### config.mk
export PLATFORM = sky130hd
export DESIGN_NAME = aligned_ram_reader
export DESIGN_NICKNAME = d
export VERILOG_FILES = /design/src/rtl/aligned_ram_pkg.sv /design/src/rtl/aligned_load_extract.sv /design/src/rtl/aligned_ram_reader.sv
export SDC_FILE = /design/constraint.sdc
export NUM_CORES = 1
export LEC_CHECK = 0
export ABC_AREA = 1
export ABC_CLOCK_PERIOD_IN_PS = 1500
export CAP_MARGIN = 20
export CORE_MARGIN = 1
export CORE_UTILIZATION = 55
export DETAILED_ROUTE_END_ITERATION = 6
export DONT_BUFFER_PORTS = 1
export PLACE_DENSITY = 0.74
export SETUP_SLACK_MARGIN = 0.02
export SYNTH_ARGS = -nofsm -noshare
export SYNTH_HDL_FRONTEND = slang
export SYNTH_SLANG_ARGS = --single-unit
### constraint.sdc
create_clock -name clk -period 1.5 [get_ports clk]
set_input_delay 0.225 -clock clk [delete_from_list [all_inputs] [get_ports clk]]
set_output_delay 0.225 -clock clk [all_outputs]
set_load 0.005 [all_outputs]
### src/rtl/aligned_ram_pkg.sv
// rtl/aligned_ram_pkg.sv - shared types for the aligned RAM read and write paths
package aligned_ram_pkg;

  localparam int WORD_W = 32;

  typedef enum logic [1:0] {
    SZ_B = 2'd0,
    SZ_H = 2'd1,
    SZ_W = 2'd2
  } size_e;

  typedef enum logic [1:0] {
    IDLE = 2'd0,
    MEM  = 2'd1,
    RESP = 2'd2
  } state_e;

endpackage

### src/rtl/aligned_load_extract.sv
// rtl/aligned_load_extract.sv - lane select and zero/sign extension of a loaded word
module aligned_load_extract
  import aligned_ram_pkg::*;
(
  input  logic [WORD_W-1:0] word,
  input  logic [1:0]        addr_lo,
  input  logic [1:0]        size,
  input  logic              sext,
  output logic [WORD_W-1:0] data
);

  logic [7:0]  lane_b;
  logic [15:0] lane_h;

  always_comb begin
    lane_b = word[7:0];
    case (addr_lo)
      2'd0:    lane_b = word[7:0];
      2'd1:    lane_b = word[15:8];
      2'd2:    lane_b = word[23:16];
      default: lane_b = word[31:24];
    endcase
    lane_h = addr_lo[1] ? word[31:16] : word[15:0];

    case (size)
      SZ_B:    data = {{24{sext & lane_b[7]}}, lane_b};
      SZ_H:    data = {{16{sext & lane_h[15]}}, lane_h};
      default: data = word;
    endcase
  end

endmodule

### src/rtl/aligned_ram_reader.sv
// rtl/aligned_ram_reader.sv - checked byte/half/word loads from a fixed-latency RAM
module aligned_ram_reader
  import aligned_ram_pkg::*;
#(
  parameter  int DEPTH   = 256,
  parameter  int MEM_LAT = 1,
  localparam int AW      = $clog2(DEPTH)
) (
  input  logic              clk,
  input  logic              rst,
  input  logic              req_valid,
  output logic              req_ready,
  input  logic [31:0]       req_addr,
  input  logic [1:0]        req_size,
  input  logic              req_signed,
  output logic              mem_rd_en,
  output logic [AW-1:0]     mem_addr,
  input  logic [WORD_W-1:0] mem_rdata,
  output logic              resp_valid,
  input  logic              resp_ready,
  output logic [WORD_W-1:0] rdata,
  output logic              error,
  output logic [15:0]       err_cnt
);

  localparam logic [31:0] ADDR_LIMIT = 32'(4 * DEPTH);
  localparam logic [7:0]  LAT_LAST   = 8'(MEM_LAT - 1);

  state_e              state_q, state_d;
  logic [AW+1:0]       addr_q, addr_d;
  logic [1:0]          size_q, size_d;
  logic                sext_q, sext_d;
  logic                mem_rd_en_q, mem_rd_en_d;
  logic [7:0]          lat_cnt_q, lat_cnt_d;
  logic                cap_q, cap_d;
  logic [WORD_W-1:0]   rdata_q, rdata_d;
  logic                error_q, error_d;
  logic [15:0]         err_cnt_q, err_cnt_d;
  logic                req_err;
  logic [WORD_W-1:0]   ext_data;

  aligned_load_extract u_extract (
    .word    (mem_rdata),
    .addr_lo (addr_q[1:0]),
    .size    (size_q),
    .sext    (sext_q),
    .data    (ext_data)
  );

  always_comb begin
    req_err = 1'b0;
    case (req_size)
      SZ_B:    req_err = 1'b0;
      SZ_H:    req_err = req_addr[0];
      SZ_W:    req_err = |req_addr[1:0];
      default: req_err = 1'b1;
    endcase
    if (req_addr >= ADDR_LIMIT) req_err = 1'b1;
  end

  always_comb begin
    state_d     = state_q;
    addr_d      = addr_q;
    size_d      = size_q;
    sext_d      = sext_q;
    mem_rd_en_d = 1'b0;
    lat_cnt_d   = lat_cnt_q;
    cap_d       = 1'b0;
    rdata_d     = rdata_q;
    error_d     = error_q;
    err_cnt_d   = err_cnt_q;

    unique case (state_q)
      IDLE: begin
        if (req_valid && req_ready) begin
          addr_d = req_addr[AW+1:0];
          size_d = req_size;
          sext_d = req_signed;
          if (req_err) begin
            state_d = RESP;
            error_d = 1'b1;
            rdata_d = '0;
            if (err_cnt_q != 16'hFFFF) err_cnt_d = err_cnt_q + 16'd1;
          end else begin
            state_d     = MEM;
            mem_rd_en_d = 1'b1;
            lat_cnt_d   = '0;
            error_d     = 1'b0;
          end
        end
      end
      // Leave MEM one cycle early so resp_valid coincides with the data cycle;
      // the first RESP cycle forwards the extracted data and registers it.
      MEM: begin
        lat_cnt_d = lat_cnt_q + 8'd1;
        if (lat_cnt_q == LAT_LAST) begin
          state_d = RESP;
          cap_d   = 1'b1;
        end
      end
      RESP: begin
        if (cap_q) rdata_d = ext_data;
        if (resp_ready) state_d = IDLE;
      end
      default: state_d = IDLE;
    endcase
  end

  always_ff @(posedge clk) begin
    if (rst) begin
      state_q     <= IDLE;
      addr_q      <= '0;
      size_q      <= '0;
      sext_q      <= 1'b0;
      mem_rd_en_q <= 1'b0;
      lat_cnt_q   <= '0;
      cap_q       <= 1'b0;
      rdata_q     <= '0;
      error_q     <= 1'b0;
      err_cnt_q   <= '0;
    end else begin
      state_q     <= state_d;
      addr_q      <= addr_d;
      size_q      <= size_d;
      sext_q      <= sext_d;
      mem_rd_en_q <= mem_rd_en_d;
      lat_cnt_q   <= lat_cnt_d;
      cap_q       <= cap_d;
      rdata_q     <= rdata_d;
      error_q     <= error_d;
      err_cnt_q   <= err_cnt_d;
    end
  end

  assign req_ready  = (state_q == IDLE) && !rst;
  assign mem_rd_en  = mem_rd_en_q;
  assign mem_addr   = addr_q[AW+1:2];
  assign resp_valid = (state_q == RESP);
  assign rdata      = cap_q ? ext_data : rdata_q;
  assign error      = error_q;
  assign err_cnt    = err_cnt_q;

endmodule

==> run_results.csv <==
group,metric,value,unit
critical_path,critPathSlowestCell,"dfxtp_4",
detailed_routing,drtPass1Iterations,7,
sta,fmax,525,MHz
hold_path,min_from,"rst",
job,drv_cap,0,
clock_tree,cts_tree,"done",
critical_path,worstPathMaxFanout,8,
floorplanning,rows,33,
logic_synthesis,synth_edf_count,0,
clock_tree,htree_levels,3,
grt,grt-ovfl-total,0,
sta,rsz0062_at_grt,"yes",
power,vdd.ir_drop.worst,640,uV
grt,grt_usage,0.313,
cells_and_area,fin_util,0.770,
grt,grt_max_degree,59,
sta,fin_worst_skew,8.38,ps
place,port_buffers,0,
clock_tree,cts-root-buf,"clkbuf_8",
power,combPwrFrac,0.172,
sta,period_minus_slack,1900,ps
cells_and_area,nNetsFinal,864,
logic_synthesis,synth-main-ff-cell,"dfxtp_1",
logic_synthesis,syn_nets,807,
power,p_sw,1300,uW
critical_path,reg2reg_from,"addr_q[1]",
critical_path,worstSetupEndpointType,"primary output",
hold_path,min_path_cells,1,
critical_path,slowest_delay,370,ps
sta,whs,-77.2,ps
critical_path,worstSetupStartpointType,"flop",
clock_tree,cts.reportedPaths.clkPinSlew,80,ps
detailed_routing,drt_iter0_markers,506,
critical_path,crit_arrival,1680,ps
cells_and_area,diodes,0,
clock_tree,clock_latency,360,ps
cells_and_area,multi_input_area,0.00335,mm^2
floorplanning,dieArea,0.00903,mm^2
logic_synthesis,synth_commonest_cells,"nand2_1 (203), nand3_1 (90), a21oi_1 (79)",
status,status,"finished with violations",
power,p_leak,0.00259,uW
critical_path,reg2reg_depth,10,
cells_and_area,layout-drive-gt1-share,0.348,
floorplanning,die_y,95.0,um
sta,maxSlewViolCount,0,
power,p_per_area,719,mW/mm^2
sta,setup_viol_count_final,41,
logic_synthesis,synth_seq_cells,74,
logic_synthesis,synth_top_area_frac,0.311,
critical_path,crit_chain,"buf_4 > o21ai_2 > nand3_2 > nand3_4 > clkbuf_16 > nand3_4 > nand2_2 > inv_2",
floorplanning,initial_core_util,0.573,
logic_synthesis,synth_area_leaders,"dfxtp_1 (31%), nand2_1 (16%), nand3_1 (9.5%)",
critical_path,required,1270,ps
floorplanning,core-area,0.00830,mm^2
cells_and_area,seqCellArea,0.00150,mm^2
power,swShare,0.283,
critical_path,cpMostUsedCell,"nand3_4",
detailed_routing,wire_per_inst,18.4,um
detailed_routing,totalWireLength,16500,um
power,p_seq_frac,0.444,
power,fin_total_pwr,4600,uW
logic_synthesis,yosysMostFrequentCell,"nand2_1",
hold_path,hold_path.class,"input port to flop",
place,hpwlAfterDp,9500,um
sta,hold_viol,51,
floorplanning,io_pins,131,
detailed_routing,drc,4,
grt,antenna_found_initial,0,
status,violations,"design-rule violations, negative hold slack, negative setup slack",
logic_synthesis,async_reset_ff_frac,0,
critical_path,cp-startpoint,"addr_q[1]",
critical_path,criticalPathCategory,"flop to primary output",
detailed_routing,via_per_inst,6.06,
detailed_routing,vias,5454,
sta,setup_ws,-405,ps
logic_synthesis,synth.cell_area,0.00476,mm^2
sta,relSlewSlack,0.740,
logic_synthesis,ys_warn_count,0,
clock_tree,cts_sinks,74,
cells_and_area,areaGrowthSynthToFinish,34.2,%
power,p_int,3300,uW
logic_synthesis,netlist_instances,733,
clock_tree,numCtsBuffers,9,
grt,grt_pass1_vias,4600,
logic_synthesis,ys_types,43,
place,finalWeightedCongestion,0.943,
floorplanning,die_w,95.0,um
cells_and_area,fillers,568,
sta,tightest_slew,390,ps
power,clock_power_share,0.384,
logic_synthesis,avgSynthCellArea,6.49,um^2
logic_synthesis,synth_area_leader_cell,"dfxtp_1",
clock_tree,ctsHoldBuffers,10,
detailed_routing,ant_nets,0,
clock_tree,cts_buffer_depth,2,
sta,post-route-period-util,1.27,
logic_synthesis,ys_seq_area_frac,0.311,
critical_path,rrSetupSlack,-190,ps
grt,grt_pass1_wl,22100,um
==> stage by stage <==
step / cell area (um^2) / setup WS [ps] / setup TNS [ps] / cells
floorplan: 4770 / 49.3 / 0 / 733
global placement: 5110 / -7.18 / -7.18 / 846
detailed placement: 5110 / -44.1 / -133 / 846
CTS: 5710 / -355 / -10710 / 878
global route: 6390 / -497 / -15890 / 900
finish: 6390 / -405 / -12300 / 900
==> power groups by stage <==
stage	Combinational, uW	Sequential [uW]	Clock [uW]
final	792	2040	1760
after global routing	834	2050	1880
after CTS	573	2030	1770
after detailed placement	482	2080	0
after global placement	475	2080	0
after floorplan	372	2070	0
==> critical path, delay by kind of cell (launching register included) <==
kind | cells | cell delay [ps]
simple gates | 4 | 460
buf+inv | 3 | 430
flops | 1 | 370
compound gates | 1 | 70
==> cells in the final DEF (no fill, tap or decap), types with 18 or more instances in the layout <==
cell	n
nand3_2	25
nand2_2	34
a21oi_1	72
inv_1	45
or2_2	18
inv_2	22
nand3_1	68
dfxtp_1	62
buf_4	54
nand2_1	168
nor2_1	39
==> sequential cells by signal, summed over array words and instances, names as in the netlist <==
register   cells
sext_q         1
cap_q          1
lat_cnt_q      8
state_q        2
mem_rd_en      1
addr_q        10
error          1
rdata_q       32
err_cnt       16
size_q         2
==> final timing paths <==
kind                  to
max            rdata[28]
min           rdata_q[9]
max reg2reg  rdata_q[14]
min reg2reg   rdata_q[6]
==> kinds of logic (layout without fill, tap and decap cells) <==
kind of cell	Yosys count	in the layout	synth area share
and+or+nand+nor	417	418	0.419
AOI/OAI and AO/OA	121	121	0.142
buffers and inverters	111	172	0.107
DFF	74	74	0.311
xor gates and xnor gates	7	7	0.0129
adders and majority gates	3	3	0.00789
==> per-layer routing <==
metal / share of wire / wire length [um] / track usage / vias to the layer above
met5: 0 / 0 / 0 / -
met4: 0.057 / 942 / 0.124 / 0
met3: 0.098 / 1620 / 0.0718 / 106
met2: 0.47 / 7720 / 0.528 / 316
met1: 0.38 / 6270 / 0.384 / 2520
li1: - / - / - / 2512
==> layout make-up <==
| cell class | count | share of cell area |
|---|---|---|
| clock buffers | 10 | 0.0200 |
| clock inverters | 6 | 0.0141 |
| inverters | 69 | 0.0409 |
| multi-input cells | 549 | 0.524 |
| flip-flops and latches | 74 | 0.235 |
| well taps | 105 | 0.0206 |
| repair buffers | 87 | 0.146 |
==> repair_timing <==
item                                   in CTS  in global routing
gates resized for setup                    49                112
setup buffers                               4                 14
endpoints found under the hold margin      66                 56
setup endpoints to repair                  34                 90
cloned                                      2                  9
pin swaps                                  19                 52
Power figures use the tool's default switching activity.
